[src/rtl/mem_port_arbiter.sv]
// mem_port_arbiter: serialises three requesters onto the shared 32-bit memory port.
// Build option MEM_ARB_CPU_PRIO_EN gives port 0 fixed priority over a 1/2 round-robin.
module mem_port_arbiter #(
    parameter int NPORT   = 3,
    parameter int TIMEOUT = 255
) (
    input  logic                  clk,
    input  logic                  rst,
    input  logic [NPORT-1:0]      req,
    input  logic [NPORT-1:0]      req_we,
    input  logic [15*NPORT-1:0]   req_addr,
    input  logic [32*NPORT-1:0]   req_wdata,
    output logic [NPORT-1:0]      busy,
    output logic [NPORT-1:0]      ack,
    output logic                  err,
    output logic [31:0]           rdata,
    output logic [14:0]           mem_addr,
    output logic [31:0]           mem_wdata,
    output logic                  mem_w,
    output logic                  mem_start,
    input  logic [31:0]           mem_rdata,
    input  logic                  mem_readrdy,
    input  logic                  mem_saverdy,
    output logic [1:0]            grant_id
);
    typedef enum logic [1:0] {IDLE, ISSUE, WAIT, DONE} state_t;
    state_t state, state_nx;
    logic [NPORT-1:0] pending, lat_we;
    logic [14:0] lat_addr [NPORT];
    logic [31:0] lat_wdata [NPORT];
    logic [1:0] last, win, nx1, nx2;
    logic cur_we, err_q, rdy, tmo;
    logic [7:0] cnt;
    assign nx1 = (last == 2'd2) ? 2'd0 : last + 2'd1;
    assign nx2 = (nx1 == 2'd2) ? 2'd0 : nx1 + 2'd1;
`ifdef MEM_ARB_CPU_PRIO_EN
    assign win = pending[0] ? 2'd0 :
                 (last == 2'd1) ? (pending[2] ? 2'd2 : 2'd1) : (pending[1] ? 2'd1 : 2'd2);
`else
    assign win = pending[nx1] ? nx1 : pending[nx2] ? nx2 : last;
`endif
    // only the ready of the transaction's own direction can complete it
    assign rdy = cur_we ? mem_saverdy : mem_readrdy;
    assign tmo = cnt == 8'(TIMEOUT - 1);
    always_ff @(posedge clk or negedge rst) begin
        if (!rst) state <= IDLE;
        else state <= state_nx;
    end
    always_comb begin
        state_nx = (state == IDLE)  ? (|pending ? ISSUE : IDLE) :
                   (state == ISSUE) ? WAIT :
                   (state == WAIT)  ? ((rdy || tmo) ? DONE : WAIT) : IDLE;
    end
    always_comb begin
        mem_w     = state == ISSUE && cur_we;
        mem_start = state == ISSUE && !cur_we;
        ack       = (state == DONE) ? NPORT'(1) << grant_id : '0;
        err       = state == DONE && err_q;
        busy      = pending | ((state != IDLE) ? NPORT'(1) << grant_id : '0);
    end
    always_ff @(posedge clk or negedge rst) begin
        if (!rst) begin
            pending   <= '0;
            lat_we    <= '0;
            last      <= 2'd2;
            grant_id  <= 2'd3;
            cur_we    <= 1'b0;
            err_q     <= 1'b0;
            rdata     <= '0;
            mem_addr  <= '0;
            mem_wdata <= '0;
            cnt       <= '0;
            for (int i = 0; i < NPORT; i++) begin
                lat_addr[i]  <= '0;
                lat_wdata[i] <= '0;
            end
        end else begin
            for (int i = 0; i < NPORT; i++)
                if (req[i] && !busy[i]) begin
                    pending[i]   <= 1'b1;
                    lat_we[i]    <= req_we[i];
                    lat_addr[i]  <= req_addr[15*i +: 15];
                    lat_wdata[i] <= req_wdata[32*i +: 32];
                end
            // the winner is busy, so the capture loop above never touches its bit
            if (state == IDLE && |pending) begin
                pending[win] <= 1'b0;
                grant_id     <= win;
                cur_we       <= lat_we[win];
                mem_addr     <= lat_addr[win];
                mem_wdata    <= lat_wdata[win];
`ifdef MEM_ARB_CPU_PRIO_EN
                if (win != 2'd0) last <= win;
`else
                last <= win;
`endif
            end
            if (state == ISSUE) cnt <= '0;
            if (state == WAIT) begin
                cnt <= cnt + 8'd1;
                if (rdy) begin
                    err_q <= 1'b0;
                    if (!cur_we) rdata <= mem_rdata;
                end else if (tmo) begin
                    err_q <= 1'b1;
                    rdata <= '0;
                end
            end
            if (state == DONE) begin
                grant_id  <= 2'd3;
                mem_addr  <= '0;
                mem_wdata <= '0;
            end
        end
    end
endmodule

[config.mk]
export PLATFORM = sky130hd
export DESIGN_NAME = mem_port_arbiter
export DESIGN_NICKNAME = d
export VERILOG_FILES = /design/src/rtl/mem_port_arbiter.sv
export SDC_FILE = /design/constraint.sdc
export NUM_CORES = 1
export LEC_CHECK = 0
export ABC_AREA = 1
export BUFFER_PORTS_ARGS = -buffer_cell sky130_fd_sc_hd__buf_2
export CORE_MARGIN = 1.5
export CORE_UTILIZATION = 50
export DETAILED_ROUTE_END_ITERATION = 8
export PLACE_DENSITY_LB_ADDON = 0.15
export SLEW_MARGIN = 20
export SYNTH_ARGS = -nofsm -noshare
export SYNTH_HDL_FRONTEND = slang
export SYNTH_SLANG_ARGS = --single-unit
[constraint.sdc]
create_clock -name clk -period 2.63 [get_ports clk]
set_clock_uncertainty 0.15 [all_clocks]
set_input_delay 0.6575 -clock clk [delete_from_list [all_inputs] [get_ports clk]]
set_output_delay 0.6575 -clock clk [all_outputs]
set_load 0.01 [all_outputs]
## Yosys cells after proc, flatten, opt, wreduce, memory -nomap -nowiden

Cells that the tools add are included.

| cells by class | value |
|---|---|
| add/subtract/negate cells | 3 |
| $lt $le $gt $ge | 5 |
| eq/ne operators | 7 |
| shifts and indexed selects | 1 |
| muxes and demuxes | 43 |
| bitwise operators | 4 |
| reductions and logical operators | 21 |

Operators by type and width:

| cell | number |
|---|---|
| $mux W32 | 7 |
| $bmux W32 S2 | 1 |
| $mux W15 | 4 |
| $bmux W15 S2 | 1 |
| $mux W2 | 9 |
| $mux W8 | 2 |
| $mux W1 | 12 |
| $lt A2 B3 Y1 const B | 3 |
| $mux W3 | 3 |
| $add A8 B1 Y8 const B | 1 |
| $eq A2 B2 Y1 const B | 4 |
| $eq A8 B8 Y1 const B | 1 |
| $logic_and A1 B1 Y1 | 8 |
| $reduce_bool A2 Y1 | 4 |
| $bmux W1 S2 | 3 |
| $add A2 B1 Y2 const B | 2 |
| $logic_not A1 Y1 | 4 |
| $and A3 B3 Y3 | 1 |
| $ge A3 B3 Y1 const B | 1 |
| $not A2 Y3 | 1 |
| $not A3 Y3 | 1 |
| $or A3 B3 Y3 | 1 |
| $reduce_and A3 Y1 | 1 |
| $reduce_or A3 Y1 | 1 |
| other kinds (8) | 8 |

| storage, ports and cells | value |
|---|---|
| flip-flop bits (word level) | 242 |
| input port bits | 183 |
| output and inout bits | 90 |
| word-level logic and storage cells | 103 |

## Longest topological paths before layout

Gate-level depths: netlist of run 1.

| logic depth | value |
|---|---|
| depth after elaboration | 15 |
| depth in mapped cells | 14 |
| depth with buffers taken out | 12 |

## Worst setup path after synthesis of run 1

No wires, ideal clock.

| timing | value |
|---|---|
| path type | reg-to-reg |
| start point | register state[0] |
| end point | register lat_addr[10] (netlist name) |
| setup time | 0.125 ns |
| data arrival time | 1.703 ns |
| data required time | 2.355 ns |
| setup slack | 0.652 ns |
| cell stages (with the launch flop) | 9 |
| path buffers | 2 |
| clock period less this slack | 1.978 ns |
| cell sequence | dfrtp_1 inv_1 ha_1 inv_1 nand3_1 nand3_1 buf_2 buf_2 mux2_2 |

| between the ends | value |
|---|---|
| word-level cells in the longest chain between the ends | 5 |

Ends and longest elaborated chain:

| item | line | source |
|---|---|---|
| start, declared | 27 | `state_t state, state_nx;` |
| start signal, assigned | 47 | `else state <= state_nx;` |
| $reduce_bool A2 Y1 | 59 | `busy = pending \| ((state != IDLE) ? NPORT'(1) << grant_id : '0);` |
| $mux W3 | 59 |  |
| $or A3 B3 Y3 | 59 |  |
| $logic_not A1 Y1 | 79 | `if (req[i] && !busy[i]) begin` |
| $logic_and A1 B1 Y1 | 79 |  |
| end signal, assigned by index | 82 | `lat_addr[i] <= req_addr[15*i +: 15];` |
| end, declared | 29 | `logic [14:0] lat_addr [NPORT];` |

Every way passes these cells.
A chain may end at the register's enable or synchronous reset.

## Worst setup path after layout of run 1

| timing | value |
|---|---|
| start point | register state[0] |
| end point | output port busy[0] |

| between the ends | value |
|---|---|
| word-level cells in the longest chain between the ends | 3 |

Ends and longest elaborated chain:

| item | line | source |
|---|---|---|
| $reduce_bool A2 Y1 | 59 |  |
| $mux W3 | 59 |  |
| $or A3 B3 Y3 | 59 |  |
| end, declared | 13 | `output logic [NPORT-1:0] busy,` |

Every way passes these cells.

==> results of run 1 <==
## worst max-delay path, cell delays in order, from the launching register on
cell and delay (ns):
dfrtp_1 0.38, inv_1 0.08, ha_1 0.22, inv_1 0.15, nand3_1 0.16, nand2_1 0.10
buf_2 0.16
## worst paths after layout
check	to	depth (start not counted)
max	busy[0]	6
min	lat_wdata[31]	2
max in group asynchronous	grant_id[0]	3
min reg2reg	mem_wdata[27]	2
max reg2reg	mem_addr[2]	11
min in group asynchronous	mem_addr[6]	2
## where the power goes
part / switching, µW / internal [µW] / total [µW] / leakage [µW]
clock: 1440 / 2110 / 3550 / 0.000408
combinational: 5610 / 3170 / 8780 / 0.00399
sequential: 735 / 5470 / 6200 / 0.00286
total: 7780 / 10700 / 18500 / 0.00726
## what timing repair did
action	in CTS	in global routing
resized for setup	1	2
setup buffers	0	0
hold endpoints to repair	50	0
setup endpoints to repair	1	6
hold buffers	1	0
## cells in the mapped netlist (9+ instances only)
library cell / n / area, µm²
buf_4: 9 / 67.56
o21ai_1: 10 / 50.05
buf_2: 22 / 110.1
nand2_1: 261 / 979.7
inv_1: 152 / 570.6
mux2_2: 48 / 540.5
o21ai_0: 29 / 145.1
clkbuf_1: 35 / 131.4
a21oi_1: 101 / 505.5
dfrtp_1: 239 / 5981
nor2_1: 108 / 405.4
nand3_1: 191 / 955.9
## per-layer routing
metal	global-route usage, %	share of wire [%]
met5	0	0
met4	6.225	2.2
met3	4.152	5.7
met2	42.66	48
met1	35.28	44
## layout make-up
class | count | area share (%)
flip-flops and latches | 242 | 44.92
diodes | 4 | 0.07420
well taps | 275 | 2.551
inverters | 157 | 4.369
clock buffers | 40 | 5.742
clock inverters | 5 | 0.3710
repair buffers | 303 | 12.93
multi-input cells | 779 | 29.04
## state kept, by name (all words and copies together), names as in the netlist
name       count
pending        3
mem_addr      15
state          2
grant_id       2
last           2
lat_addr      45
cur_we         1
err_q          1
lat_we         3
mem_wdata     32
lat_wdata     96
rdata         32
cnt            8
## logic make-up after synthesis
logic type	share of synthesized area, %
adder cells (fa/ha/maj)	0.6925
AO/OA/AOI/OAI	6.994
AND/OR/NAND/NOR	22.60
multiplexers	4.986
XOR/XNOR	0.1616
buffers and inverters	8.668
flip-flops	55.90
## metrics by stage
step	hold slack [ns]	power, µW
after floorplan	0.2119	12160
after global placement	0.3083	14800
after detailed placement	0.3098	15030
after CTS	0.1951	18640
after global routing	0.1957	20030
final	0.2108	18520
==> results.cfg, run 1 <==
[layout]
multi_input_area_um2 = 3918
seq_area_um2 = 6060
layout-drive-gt1-share_pct = 27.20
fillers = 1855
fin_nets = 1698
final_area_um2 = 13490
areaGrowthSynthToFinish_pct = 24.43
mostFrequentLayoutCell = buf_2
final_cell_mix = buf_2, nand2_1, dfrtp_1
postLayoutCoreUtil_pct = 63.77
fin_cells = 1805

[hold_path]
holdCritStartpoint = req_wdata[95]
hold_class = in2reg

[setup_path]
crit_path_end_kind = output port
worstSetupPathType = reg2out
crit_start = state[0]
r2r_start = pending[2]
worstSetupStartpointType = flip-flop
rrSetupSlack_ns = 0.48
cp.arrival_ns = 1.77
critPathMaxFanout = 4
cp.required_ns = 1.82

[global_route]
grt.total_usage_pct = 25.67
grt_max_degree = 60
grt_antenna_before_repair = 4
grt_first_pass_wirelength_um = 45660
grt_overflow = 0
first_global_vias = 8948

[synth]
async_reset_ff_share_pct = 100.0
yosys_warnings = 0
synth_edf_count = 0
syn_avg_cell_area_um2 = 8.658
netlist_area_um2 = 10840
seq_area_frac_synth_pct = 55.90
synth_seq_cells = 242
synthDistinctLibCells = 32
ys.flop_type = dfrtp_1
syn_inst = 1252
syn_nets = 1441

[floorplan]
core_area_um2 = 21150
die-area_um2 = 22570
die_y_um = 150.2
rows = 53
io_pins = 273
start_util_pct = 51.25
die_x_um = 150.2

[routing]
drc_errors = 0
routed_via_density = 5.111
postRouteAntennaNets = 0
firstDrtPassIters = 5
vias = 9226
drt_iter0_drc = 456
wl_per_cell_um = 15.95
wl_um = 28780

[clocking]
clkTransAtPathRegs_ns = 0.06
clk-insertion-delay-late_ns = 0.52
cts_buffers = 26
clockBufferDepth = 3
tritoncts = done
cts_root_buf = clkbuf_16
cts_htree_levels = 1
cts_sinks = 242

[place]
dpl-instance-area_um2 = 12630
pre_cts_ws_ns = 0.4290
dp_hpwl_um = 18960
dp.cells = 1755
place.port_buffers = 272
globalplace.congestion = 0.8007

[outcome]
status = complete, no violations

[sta]
clock.fmax_mhz = 387.8
worst_pin_slew_ns = 0.6012
drv_slew = 0
period_minus_slack_ns = 2.578
setup_tns_ns = 0
timing.max_slew.rel_slack_pct = 59.92
setup_viol = 0
fin_ws_ns = 0.05153
finalCritPeriodShare_pct = 98.04
final_hold_viol_count = 0
rsz0062_at_grt = true

[pwr]
ir_drop_uv = 689.1
power.leakage_uw = 0.007258
powerDensity_nw_per_um2 = 1373

[flow_run]
maxCapViolCount = 0
No activity file was read; power rests on OpenSTA's default activity.
==> run 2: changes to the inputs <==
--- a/config.mk
+++ b/config.mk
@@ -8,9 +8,10 @@
 export ABC_AREA = 1
 export BUFFER_PORTS_ARGS = -buffer_cell sky130_fd_sc_hd__buf_2
 export CORE_MARGIN = 1.5
-export CORE_UTILIZATION = 50
+export CORE_UTILIZATION = 35
 export DETAILED_ROUTE_END_ITERATION = 8
 export PLACE_DENSITY_LB_ADDON = 0.15
+export SKIP_CTS_REPAIR_TIMING = 1
 export SLEW_MARGIN = 20
 export SYNTH_ARGS = -nofsm -noshare
 export SYNTH_HDL_FRONTEND = slang
==> results.cfg, run 2 (synthesized netlist as in run 1, its figures left out) <==
[global_route]
first_global_vias = 9026
grt_first_pass_wirelength_um = 49250
grt_overflow = 0
grt_max_degree = 65
grt_antenna_before_repair = 8
grt.total_usage_pct = 19.63

[clocking]
clockBufferDepth = 3
clk-insertion-delay-late_ns = 0.55
tritoncts = done
cts_buffers = 29
cts_sinks = 242
cts_root_buf = clkbuf_16
clkTransAtPathRegs_ns = 0.06
cts_htree_levels = 1

[routing]
drc_errors = 0
routed_via_density = 4.748
wl_per_cell_um = 16.33
firstDrtPassIters = 5
postRouteAntennaNets = 0
drt_iter0_drc = 572
wl_um = 31610
vias = 9193

[setup_path]
critPathMaxFanout = 4
worstSetupStartpointType = flip-flop
cpMaxStageDelayCell = dfrtp_1
rrSetupSlack_ns = 0.28
max_stage_delay_ns = 0.38
r2r_start = last[1]
cp.required_ns = 1.82
rr_endpoint = mem_addr[13]
crit_path_end_kind = output port
crit_chain = inv_1, ha_1, inv_2, nand3_2, nand2_1, buf_2
cp.arrival_ns = 1.71
worstSetupPathType = reg2out
reg2reg_depth = 11

[hold_path]
min_path_cells = 2
holdPathEnd = lat_wdata[17]
holdCritStartpoint = req_wdata[81]
hold_class = in2reg

[layout]
fin_nets = 1704
fin_cells = 1936
layout-drive-gt1-share_pct = 27.75
top_regs = lat_wdata: 96 flops, lat_addr: 45 flops
final_cell_mix = buf_2, nand2_1, dfrtp_1
mostFrequentLayoutCell = buf_2
largest_register = lat_wdata
areaGrowthSynthToFinish_pct = 27.94
postLayoutCoreUtil_pct = 45.46
largest_reg_flops = 96

[floorplan]
die-area_um2 = 32040
die_y_um = 179.0
die_x_um = 179.0
start_util_pct = 35.53
io_pins = 273
rows = 64
core_area_um2 = 30510

[outcome]
status = complete, no violations

[place]
globalplace.congestion = 0.7988
dp.cells = 1879
place.port_buffers = 272
dp_hpwl_um = 21550

[sta]
final_hold_viol_count = 0
period_minus_slack_ns = 2.521
finalCritPeriodShare_pct = 95.84
setup_viol = 0
clock.fmax_mhz = 396.7
worst_pin_slew_ns = 0.5725
drv_slew = 0
setup_tns_ns = 0
timing.max_slew.rel_slack_pct = 61.83

[pwr]
powerDensity_nw_per_um2 = 1372
power.leakage_uw = 0.007358
ir_drop_uv = 625.0

[flow_run]
maxCapViolCount = 0
[run 2: cell type report]
class                           instances  area (µm²)
Fill cell                            3054       16640
Sequential cell                       242        6060
Multi-Input combinational cell        779        3930
Timing Repair Buffer                  306        1829
Clock buffer                           45       865.8
Inverter                              157       589.3
Tap cell                              396       495.5
Clock inverter                          6       87.58
Antenna cell                            5       12.51
[run 2: worst max-delay path by stage]
stage | startpoint | to | cells after the start
2_1_floorplan | state[0] | lat_addr[10] | 8
3_3_place_gp | last[1] | mem_wdata[10] | 11
3_5_place_dp | last[1] | mem_wdata[12] | 11
4_1_cts | state[0] | busy[2] | 6
5_1_grt | state[0] | busy[0] | 6
6_report | state[0] | busy[0] | 6
[run 2: critical path, delay by kind of cell (launching register included)]
family	cells	cell delay, ns
flops	1	0.38
buf+inv	3	0.34
simple gates	2	0.21
fa+ha+maj	1	0.23
[run 2: report_power, final]
| group | switching (µW) | leakage [µW] | internal, µW |
|---|---|---|---|
| combinational | 5630 | 0.00403 | 3200 |
| clock | 1560 | 0.000469 | 2440 |
| sequential | 750 | 0.00286 | 5470 |
| total | 7930 | 0.00736 | 11100 |
[run 2: layer usage]
| metal | part of all wire, % | up-vias | global-route usage [%] |
|---|---|---|---|
| met3 | 6.1 | 48 | 4.580 |
| met4 | 1.8 | 8 | 4.340 |
| li1 | - | 4515 | - |
| met2 | 47 | 227 | 32.67 |
| met1 | 45 | 4395 | 25.91 |
| met5 | 0.11 | - | 0 |
[run 2: stage by stage]
stage	worst slack (ns)	area (µm²)	hold WS (ns)	power, µW
final	0.1095	13870	0.1898	19030
after global routing	-0.003918	13860	0.1674	20700
after CTS	-0.05997	13820	-0.05358	19300
after detailed placement	0.2931	12870	0.3115	15220
after global placement	0.3278	12870	0.3077	15070
after floorplan	0.6520	10840	0.2119	12160
